### src/rtl/station_ctrl_fsm_if.sv
// station_ctrl_fsm_if: mode, init and slot inputs plus enable outputs of the station controller
interface station_ctrl_fsm_if #(
  parameter int N_TX = 4,
  parameter int ID_W = 8
);
  logic [2:0]      mode_reg;
  logic [3:0]      slot_id;
  logic            flag_slot_start;
  logic [ID_W-1:0] id_slot;
  logic            ini_done;
  logic            ini_fail;
  logic            ini_start;
  logic            join_start;
  logic            flag_start_token;
  logic            process_en;
  logic [N_TX-1:0] tx_en;
  logic            down_en;
  logic            console_en;
  logic            fault;
  logic [2:0]      state_o;
  modport master (
    output mode_reg, slot_id, flag_slot_start, id_slot, ini_done, ini_fail,
    input  ini_start, join_start, flag_start_token, process_en, tx_en, down_en, console_en, fault, state_o
  );
  modport slave (
    input  mode_reg, slot_id, flag_slot_start, id_slot, ini_done, ini_fail,
    output ini_start, join_start, flag_start_token, process_en, tx_en, down_en, console_en, fault, state_o
  );
endinterface

### src/rtl/station_ctrl_fsm.sv
// station_ctrl_fsm: ring station bring-up sequencer (init, join, token sync, run, download, console, fault)
module station_ctrl_fsm #(
  parameter int N_TX          = 4,
  parameter int ID_W          = 8,
  parameter int INI_TIMEOUT   = 600000,
  parameter int TICK_DIV      = 600,
  parameter int SLOT_ID_A     = 14,
  parameter int SLOT_ID_B     = 13,
  parameter int JOIN_WAIT_A   = 30,
  parameter int JOIN_WAIT_B   = 70,
  parameter int JOIN_WAIT_DEF = 50,
  parameter int MAX_ID_SLOT   = 71,
  parameter int TOKEN_CYCLES  = 1,
  parameter int INI_RETRY     = 3
) (
  input logic clk,
  input logic rst,
  station_ctrl_fsm_if.slave bus
);
  typedef enum logic [2:0] {IDLE, INIT, WAIT_JOIN, SYNC, RUN, DOWN, CONSOLE, FAULT} state_t;
  localparam int WMAX = JOIN_WAIT_A > JOIN_WAIT_B ? (JOIN_WAIT_A > JOIN_WAIT_DEF ? JOIN_WAIT_A : JOIN_WAIT_DEF)
                                                  : (JOIN_WAIT_B > JOIN_WAIT_DEF ? JOIN_WAIT_B : JOIN_WAIT_DEF);
  localparam int CW = $clog2(INI_TIMEOUT + 1);
  localparam int DW = $clog2(TICK_DIV + 1);
  localparam int TW = $clog2(WMAX + 1);
  localparam int KW = TOKEN_CYCLES > 0 ? $clog2(TOKEN_CYCLES + 1) : 1;
  localparam int RW = $clog2(INI_RETRY + 1);
  localparam logic [CW-1:0] TO    = CW'(INI_TIMEOUT);
  localparam logic [DW-1:0] DLAST = DW'(TICK_DIV - 1);
  localparam logic [TW-1:0] TMAX  = TW'(WMAX);
  localparam logic [TW-1:0] WA    = TW'(JOIN_WAIT_A);
  localparam logic [TW-1:0] WB    = TW'(JOIN_WAIT_B);
  localparam logic [TW-1:0] WD    = TW'(JOIN_WAIT_DEF);
  localparam logic [KW-1:0] KMAX  = KW'(TOKEN_CYCLES);
  localparam logic [RW-1:0] RMAX  = RW'(INI_RETRY);
  localparam logic [N_TX-1:0] TX_MAIN = N_TX'(1);
  state_t state_q, state_d;
  logic [CW-1:0] cnt_q, cnt_d;
  logic [DW-1:0] div_q, div_d;
  logic [TW-1:0] tick_q, tick_d;
  logic [KW-1:0] tok_q, tok_d;
  logic [RW-1:0] retry_q, retry_d;
  logic strobe_q, strobe_d, ini_start_q, ini_start_d, flag_q, flag_d, join_q, join_d;
  logic proc_q, proc_d, down_q, down_d, cons_q, cons_d, fault_q, fault_d;
  logic [N_TX-1:0] tx_q, tx_d;
  logic [TW-1:0] wait_w;
  logic [RW-1:0] retry_inc;
  logic m_down, ifail, to_down, to_idle;
  assign wait_w    = bus.slot_id == 4'(SLOT_ID_A) ? WA : bus.slot_id == 4'(SLOT_ID_B) ? WB : WD;
  assign retry_inc = retry_q + 1'b1;
  assign m_down    = bus.mode_reg == 3'b100;
  assign ifail     = cnt_q >= TO || (bus.ini_fail && !bus.ini_done);
  // next-state, counter and registered-output decode; shared exits into DOWN/IDLE applied after the case
  always_comb begin
    state_d = state_q;
    cnt_d = cnt_q;
    div_d = div_q;
    tick_d = tick_q;
    tok_d = tok_q;
    retry_d = retry_q;
    strobe_d = state_q == SYNC && bus.flag_slot_start && bus.id_slot == ID_W'(MAX_ID_SLOT);
    ini_start_d = 1'b0;
    flag_d = 1'b0;
    join_d = join_q;
    proc_d = proc_q;
    tx_d = tx_q;
    down_d = down_q;
    cons_d = cons_q;
    fault_d = fault_q;
    to_down = 1'b0;
    to_idle = 1'b0;
    case (state_q)
      IDLE: begin
        to_down = m_down;
        if (!m_down) begin
          state_d = INIT;
          ini_start_d = 1'b1;
          cnt_d = '0;
        end
      end
      INIT: begin
        cnt_d = cnt_q == TO ? cnt_q : cnt_q + 1'b1;
        if (m_down) to_down = 1'b1;
        else if (ifail) begin
          retry_d = retry_inc;
          state_d = retry_inc >= RMAX ? FAULT : IDLE;
          fault_d = retry_inc >= RMAX;
          tx_d = '0;
          proc_d = 1'b0;
        end else if (bus.ini_done) begin
          retry_d = '0;
          state_d = WAIT_JOIN;
          tx_d = ~TX_MAIN;
          div_d = '0;
          tick_d = '0;
        end
      end
      WAIT_JOIN: begin
        div_d = div_q == DLAST ? '0 : div_q + 1'b1;
        tick_d = (div_q == DLAST && tick_q != TMAX) ? tick_q + 1'b1 : tick_q;
        if (tick_q >= wait_w || bus.flag_slot_start) begin
          state_d = SYNC;
          join_d = tick_q < wait_w;
          flag_d = tick_q >= wait_w;
          proc_d = 1'b1;
          tok_d = '0;
        end
      end
      SYNC: begin
        tx_d = tx_q | TX_MAIN;
        tok_d = (strobe_q && tok_q != KMAX) ? tok_q + 1'b1 : tok_q;
        if (tok_q >= KMAX) begin
          state_d = RUN;
          join_d = 1'b1;
        end
      end
      RUN: begin
        to_down = m_down;
        if (bus.mode_reg == 3'b010) begin
          state_d = CONSOLE;
          proc_d = 1'b0;
          cons_d = 1'b1;
        end
      end
      CONSOLE: begin
        to_down = m_down;
        to_idle = bus.mode_reg == 3'b001;
      end
      DOWN: begin
        to_idle = !m_down;
        retry_d = m_down ? retry_q : '0;
      end
      FAULT: to_down = m_down;
      default: state_d = IDLE;
    endcase
    if (to_down) begin
      state_d = DOWN;
      down_d = 1'b1;
      tx_d = TX_MAIN;
      proc_d = 1'b0;
      cons_d = 1'b0;
      fault_d = 1'b0;
    end
    if (to_idle) begin
      state_d = IDLE;
      down_d = 1'b0;
      cons_d = 1'b0;
      proc_d = 1'b0;
      tx_d = '0;
    end
  end
  // state, counters and outputs; low rst wins over every input
  always_ff @(posedge clk) begin
    if (!rst) begin
      state_q <= IDLE;
      cnt_q <= '0;
      div_q <= '0;
      tick_q <= '0;
      tok_q <= '0;
      retry_q <= '0;
      strobe_q <= 1'b0;
      ini_start_q <= 1'b0;
      flag_q <= 1'b0;
      join_q <= 1'b1;
      proc_q <= 1'b0;
      tx_q <= '0;
      down_q <= 1'b0;
      cons_q <= 1'b0;
      fault_q <= 1'b0;
    end else begin
      state_q <= state_d;
      cnt_q <= cnt_d;
      div_q <= div_d;
      tick_q <= tick_d;
      tok_q <= tok_d;
      retry_q <= retry_d;
      strobe_q <= strobe_d;
      ini_start_q <= ini_start_d;
      flag_q <= flag_d;
      join_q <= join_d;
      proc_q <= proc_d;
      tx_q <= tx_d;
      down_q <= down_d;
      cons_q <= cons_d;
      fault_q <= fault_d;
    end
  end
  assign bus.state_o          = state_q;
  assign bus.ini_start        = ini_start_q;
  assign bus.flag_start_token = flag_q;
  assign bus.join_start       = join_q;
  assign bus.process_en       = proc_q;
  assign bus.tx_en            = tx_q;
  assign bus.down_en          = down_q;
  assign bus.console_en       = cons_q;
  assign bus.fault            = fault_q;
endmodule

### src/flat_wrapper.sv
// flat-port wrapper written by rule: the top's interface ports become plain ports
module station_ctrl_fsm_flat 
#(
  parameter int N_TX          = 4,
  parameter int ID_W          = 8,
  parameter int INI_TIMEOUT   = 600000,
  parameter int TICK_DIV      = 600,
  parameter int SLOT_ID_A     = 14,
  parameter int SLOT_ID_B     = 13,
  parameter int JOIN_WAIT_A   = 30,
  parameter int JOIN_WAIT_B   = 70,
  parameter int JOIN_WAIT_DEF = 50,
  parameter int MAX_ID_SLOT   = 71,
  parameter int TOKEN_CYCLES  = 1,
  parameter int INI_RETRY     = 3
)
  (clk, rst, bus_mode_reg, bus_slot_id, bus_flag_slot_start, bus_id_slot, bus_ini_done, bus_ini_fail, bus_ini_start, bus_join_start, bus_flag_start_token, bus_process_en, bus_tx_en, bus_down_en, bus_console_en, bus_fault, bus_state_o);
  station_ctrl_fsm_if #(.N_TX(N_TX), .ID_W(ID_W)) bus_i ();
  input logic clk;
  input logic rst;
  input wire logic [$bits(bus_i.mode_reg)-1:0] bus_mode_reg;
  input wire logic [$bits(bus_i.slot_id)-1:0] bus_slot_id;
  input wire logic [$bits(bus_i.flag_slot_start)-1:0] bus_flag_slot_start;
  input wire logic [$bits(bus_i.id_slot)-1:0] bus_id_slot;
  input wire logic [$bits(bus_i.ini_done)-1:0] bus_ini_done;
  input wire logic [$bits(bus_i.ini_fail)-1:0] bus_ini_fail;
  output wire logic [$bits(bus_i.ini_start)-1:0] bus_ini_start;
  output wire logic [$bits(bus_i.join_start)-1:0] bus_join_start;
  output wire logic [$bits(bus_i.flag_start_token)-1:0] bus_flag_start_token;
  output wire logic [$bits(bus_i.process_en)-1:0] bus_process_en;
  output wire logic [$bits(bus_i.tx_en)-1:0] bus_tx_en;
  output wire logic [$bits(bus_i.down_en)-1:0] bus_down_en;
  output wire logic [$bits(bus_i.console_en)-1:0] bus_console_en;
  output wire logic [$bits(bus_i.fault)-1:0] bus_fault;
  output wire logic [$bits(bus_i.state_o)-1:0] bus_state_o;
  assign bus_i.mode_reg = bus_mode_reg;
  assign bus_i.slot_id = bus_slot_id;
  assign bus_i.flag_slot_start = bus_flag_slot_start;
  assign bus_i.id_slot = bus_id_slot;
  assign bus_i.ini_done = bus_ini_done;
  assign bus_i.ini_fail = bus_ini_fail;
  assign bus_ini_start = bus_i.ini_start;
  assign bus_join_start = bus_i.join_start;
  assign bus_flag_start_token = bus_i.flag_start_token;
  assign bus_process_en = bus_i.process_en;
  assign bus_tx_en = bus_i.tx_en;
  assign bus_down_en = bus_i.down_en;
  assign bus_console_en = bus_i.console_en;
  assign bus_fault = bus_i.fault;
  assign bus_state_o = bus_i.state_o;
  station_ctrl_fsm #(.N_TX(N_TX), .ID_W(ID_W), .INI_TIMEOUT(INI_TIMEOUT), .TICK_DIV(TICK_DIV), .SLOT_ID_A(SLOT_ID_A), .SLOT_ID_B(SLOT_ID_B), .JOIN_WAIT_A(JOIN_WAIT_A), .JOIN_WAIT_B(JOIN_WAIT_B), .JOIN_WAIT_DEF(JOIN_WAIT_DEF), .MAX_ID_SLOT(MAX_ID_SLOT), .TOKEN_CYCLES(TOKEN_CYCLES), .INI_RETRY(INI_RETRY)) u_core (.clk(clk), .rst(rst), .bus(bus_i));
endmodule
### config.mk
export PLATFORM = sky130hd
export DESIGN_NAME = station_ctrl_fsm_flat
export DESIGN_NICKNAME = d
export VERILOG_FILES = /design/src/rtl/station_ctrl_fsm_if.sv /design/src/rtl/station_ctrl_fsm.sv /design/src/flat_wrapper.sv
export SDC_FILE = /design/constraint.sdc
export NUM_CORES = 1
export LEC_CHECK = 0
export ABC_AREA = 1
export CAP_MARGIN = 20
export CORE_ASPECT_RATIO = 1.1
export CORE_MARGIN = 1
export CORE_UTILIZATION = 45
export DETAILED_ROUTE_END_ITERATION = 10
export PLACE_DENSITY = 0.67
export SYNTH_ARGS = -nofsm -noshare
export SYNTH_HDL_FRONTEND = slang
export SYNTH_SLANG_ARGS = --single-unit
### constraint.sdc
create_clock -name clk -period 5.4 [get_ports clk]
set_input_delay 0.81 -clock clk [delete_from_list [all_inputs] [get_ports clk]]
set_output_delay 0.81 -clock clk [all_outputs]
set_load 0.02 [all_outputs]
* Word-level counts from Yosys, hierarchy flattened
Index checks and enable logic that the tools add are counted.
Widths: inputs -> output; s select.
** Word-level totals
- Bits in registers :: 55
- Input port bits :: 20
- Output and inout port bits :: 14
- Logic and storage cells :: 154
** Operators by class
- Add/sub/neg operators :: 5
- Magnitude comparators :: 5
- Equal/unequal tests :: 35
- Mux-type cells :: 50
- Bitwise logic cells :: 4
- Reduce and logical (&&, ||, !) cells :: 38
** Operators by type and width (count)
- $mux 7 :: 6
- $mux 10 :: 4
- $mux 20 :: 2
- $pmux 20 s2 :: 1
- $mux 3 :: 9
- $add 20x1->20 const B :: 1
- $eq 20x20->1 const B :: 1
- $ge 20x20->1 const B :: 1
- $pmux 10 s2 :: 1
- $reduce_and 3->1 :: 6
- $ne 2x2->1 const B :: 8
- $eq 3x3->1 const B :: 5
- $pmux 3 s5 :: 1
- $pmux 7 s2 :: 1
- $reduce_and 7->1 :: 2
- $mux 4 :: 3
- $reduce_and 4->1 :: 3
- $mux 1 :: 11
- $add 10x1->10 const B :: 1
- $eq 10x10->1 const B :: 1
- $reduce_and 5->1 :: 2
- $reduce_bool 2->1 :: 5
- $eq 3x2->1 const B :: 3
- $eq 4x4->1 const B :: 2
- other kinds (32) :: 57

* Longest topological paths before layout
- Depth after elaboration :: 8
- Gate-level depth with buffers :: 16
- Mapped depth without buffers :: 16

* Worst setup path after synthesis
OpenSTA, ideal clock, no wires.
- Kind :: input to register
- Start :: input port bus_slot_id[2]
- End :: register u_core.state_q[0], in the netlist u_core.bus.state_o[0]
- Setup time :: 115 ps
- Arrival time :: 2159 ps
- Data required time :: 5285 ps
- Slack :: 3126 ps
- Stages :: 15
- Buffers on the path :: 0
- Cells stage by stage :: nand2_1 > inv_1 > nand2_1 > nand2_1 > ha_1 > nand2_1 > inv_1 > a21oi_1 > nand4_1 > nand2_1 > inv_1 > nand2_1 > nand3_1 > nand2_1 > nor2_1
** On the way
- Cells in the longest elaborated chain, start to end :: 7
- Elaborated cells between the ends (all ways) :: 8
- Those cells by class :: order compare (1); eq/ne (3); mux (2); reduce/logical (2)
** RTL lines
- start: declaration :: RTL line flat_wrapper.sv:22 : input wire logic [$bits(bus_i.slot_id)-1:0] bus_slot_id;
- $eq 4x4->1 :: RTL line station_ctrl_fsm.sv:49 : assign wait_w = bus.slot_id == 4'(SLOT_ID_A) ? WA : bus.slot_id == 4'(SLOT_ID_B) ? WB : WD;
- $mux 7 :: RTL line station_ctrl_fsm.sv:49
- $mux 7 * :: RTL line station_ctrl_fsm.sv:49
- $ge 7x7->1 * :: RTL line station_ctrl_fsm.sv:101 : if (tick_q >= wait_w || bus.flag_slot_start) begin
- $logic_or 1x1->1 * :: RTL line station_ctrl_fsm.sv:101
- $ne 3x1->1 (no line) *
- $reduce_and 7->1 (no line) *
- end signal: assignment :: RTL line station_ctrl_fsm.sv:171 : state_q <= state_d;
- end: declaration :: RTL line station_ctrl_fsm.sv:37 : state_t state_q, state_d;
Every way passes the cells marked *; elsewhere a longest branch is shown, timed or not.
A chain may end at the register's enable or synchronous reset.

* Worst setup path in the final report
- Start :: input port bus_slot_id[0]
- End :: register u_core.state_q[2], in the netlist u_core.bus.state_o[2]
The elaborated chain is that of the path after synthesis.

==> impl_metrics.py <==
metrics = {
    "synthesis": {
        "yosys.area.top_type": "dfxtp_1",
        "synth_edf_count": 0,
        "synthTopCellsByArea": "dfxtp_1, nand2_1, nor2_1, inv_1, a21oi_1",
        "syn_area_um2": 3450,
        "ys_types": 35,
        "synth_nets": 580,
        "yosysWarnings": 0,
        "synthTopCellsByCount": "nand2_1, nor2_1, inv_1, dfxtp_1, a21oi_1",
        "async_flop_share_pct": 0,
        "avgSynthCellArea_um2": 6.29,
        "synth-main-ff-cell": "dfxtp_1",
        "synthCells": 549,
        "yosys_register_bits": 53,
        "synth_seq_area_share_pct": 30.7,
        "synth_top_area_share_pct": 30.7,
        "yosysMostFrequentCell": "nand2_1",
    },
    "run_status": {
        "status": "finished clean",
    },
    "place": {
        "gp_congestion": 0.924,
        "hpwl_um": 6190,
        "post_dp_cell_area_um2": 3830,
        "pre_cts_ws_ps": 2450,
        "port_buffers": 33,
    },
    "route": {
        "ant_nets": 0,
        "wire_per_inst_um": 12.6,
        "first_pass_iters": 4,
        "dr_total_vias": 3507,
        "routed_wirelength_um": 8400,
        "via_per_inst": 5.26,
        "drc": 0,
        "drt_iter0_markers": 138,
    },
    "setup_path": {
        "path_buf_inv": 4,
        "critPathArrivalTime_ps": 2830,
        "critPathRequiredTime_ps": 5620,
        "cp_cell_sequence": "clkdlybuf4s50_1 > inv_1 > nor2_1 > nand2_1 > nand2_1 > ha_1 > nand2_1 > inv_1 > a21oi_1 > nand4_1 > nand2_1 > inv_1 > nand2_1 > nand3_1 > nand2_1 > nor2_1",
        "startpoint_type": "primary input",
        "crit_type": "primary input to flip-flop",
        "crit_family": "simple AND/OR/NAND/NOR gates",
        "slowest_stage": "clkdlybuf4s50_1",
        "path_max_fanout": 4,
        "cp_common_cell": "nand2_1",
        "end_kind": "flip-flop",
        "cp_slowest_stage_delay_ps": 460,
    },
    "die": {
        "rows": 33,
        "boundaryPins": 34,
        "dieArea_um2": 8020,
        "core-area_um2": 7430,
        "dieHeight_um": 93.8,
        "die_x_um": 85.5,
        "start_util_pct": 46.4,
    },
    "cts": {
        "tritoncts.num_buffers": 5,
        "cts_resized": 0,
        "cts_sinks": 53,
        "h-tree-depth": 2,
        "clk_pin_slew_ps": 100,
        "ctsHoldBuffers": 0,
        "cts_root_buf": "clkbuf_8",
        "cts_setup_buffers": 0,
        "clk_path_buf_depth": 2,
        "cts_tree": "yes",
        "clkLatencyLatePin_ps": 310,
    },
    "power": {
        "power_uw": 1250,
        "peakVddDrop_uv": 132,
        "power_leakage_uw": 0.00157,
        "powerDensity_nw_per_um2": 318,
    },
    "cells_and_area": {
        "drive_above_1_share_pct": 5.69,
        "n_antenna_cell": 0,
        "syn2layout_area_growth_pct": 13.7,
        "postLayoutCellArea_um2": 3920,
        "layout.nets": 610,
    },
    "timing": {
        "finalClockSkew_ps": 12.1,
        "slew_violations": 0,
        "finalHoldViolCount": 0,
        "rsz0062_at_grt": "false",
        "period_share_pct": 48.4,
        "finalCriticalPeriod_ps": 2610,
        "worst_pin_slew_ps": 664,
        "setup_tns_ps": 0,
        "slew_headroom_pct": 55.7,
        "setup_viol": 0,
        "setup_ws_ps": 2790,
        "max_freq_ghz": 0.383,
    },
    "hold_path": {
        "hold_class": "flip-flop to flip-flop",
    },
    "global_routing": {
        "grt_pass1_wl_um": 14400,
        "antenna_found_initial": 0,
        "grt_pass1_vias": 3243,
        "grt_max_degree": 38,
        "overflow": 0,
        "grt_usage_pct": 21.9,
    },
    "run": {
        "drv.max_cap_violation_count": 0,
    },
}
## report_power, final
part / internal, uW / total, uW / switching [uW] / leakage (uW)
clock: 104 / 245 / 141 / 0.0000512
combinational: 178 / 516 / 337 / 0.00109
sequential: 434 / 486 / 52.1 / 0.000429
total: 717 / 1250 / 530 / 0.00157
## tightest hold or removal path: stages, from the launching register on
cell	delay, ps
dfxtp_1	320
inv_1	40
a21oi_1	50
## flip-flops by register name (all words and copies together), names as in the netlist
signal                       cells
u_core.tick_q                    7
u_core.bus.join_start            1
u_core.bus.console_en            1
u_core.div_q                    10
u_core.tok_q                     1
u_core.bus.fault                 1
u_core.bus.tx_en                 2
u_core.retry_q                   2
u_core.strobe_q                  1
u_core.bus.down_en               1
u_core.bus.state_o               3
u_core.bus.ini_start             1
u_core.bus.process_en            1
u_core.bus.flag_start_token      1
u_core.cnt_q                    20
## final timing paths
kind	startpoint	end	slack [ps]	cells after the start
worst max-delay path	bus_slot_id[0]	u_core.bus.state_o[2]	2790	16
worst min-delay path	u_core.bus.console_en	u_core.bus.console_en	440	2
worst max register to register	u_core.cnt_q[0]	u_core.cnt_q[14]	3360	9
worst min register to register	u_core.bus.console_en	u_core.bus.console_en	440	2
## per-stage QoR
| stage | hold slack, ps | util, % | std cells |
|---|---|---|---|
| global placement | 432 | 51.5 | 659 |
| global route | 482 | 52.8 | 667 |
| finish | 445 | 52.8 | 667 |
| detailed placement | 433 | 51.5 | 659 |
| CTS | 450 | 52.8 | 667 |
| floorplan | 440 | - | 549 |
## layout by cell type, fill, tap and decap left out, drive strengths merged
master and n:
nand2 145, and3 1, a311oi 1, clkdlybuf4s50 33, dfxtp 53, ha 11, a21oi 50, o311ai 1
nor2 84, clkinv 3, clkbuf 6, nor3 13, nand4 27, a31oi 2, inv 74, nand3 49
o211ai 2, or2 4, xnor2 1, nand3b 2, o31ai 1, xor2 6, o21ai 11
## logic make-up (layout without fill, tap and decap cells)
logic type,after synthesis,count (layout),share of synthesized area (%)
xor+xnor,7,7,1.78
flops,53,53,30.7
fa+ha+maj,11,11,3.99
buf+inv,85,116,9.97
compound gates,68,68,10.7
simple gates,325,325,42.8
## routing by layer
layer | part of all wire, % | up-vias | wire (um) | global-route usage (%)
met2 | 48 | 93 | 4010 | 38.7
met3 | 5.5 | 14 | 461 | 3.25
met1 | 45 | 1560 | 3810 | 27.5
met5 | 0 | - | 0 | 0
li1 | - | 1840 | - | -
met4 | 1.5 | 0 | 126 | 6.25
## layout make-up
| class | instances | area [um^2] |
|---|---|---|
| sequential | 53 | 1060 |
| clock buffer | 6 | 82.6 |
| multi-input combinational | 411 | 2050 |
| tap | 87 | 109 |
| inverter | 75 | 282 |
| fill | 776 | 3510 |
| clock inverter | 2 | 13.8 |
| timing repair buffer | 33 | 330 |
Note: power is estimated with default switching activity, not from simulation.
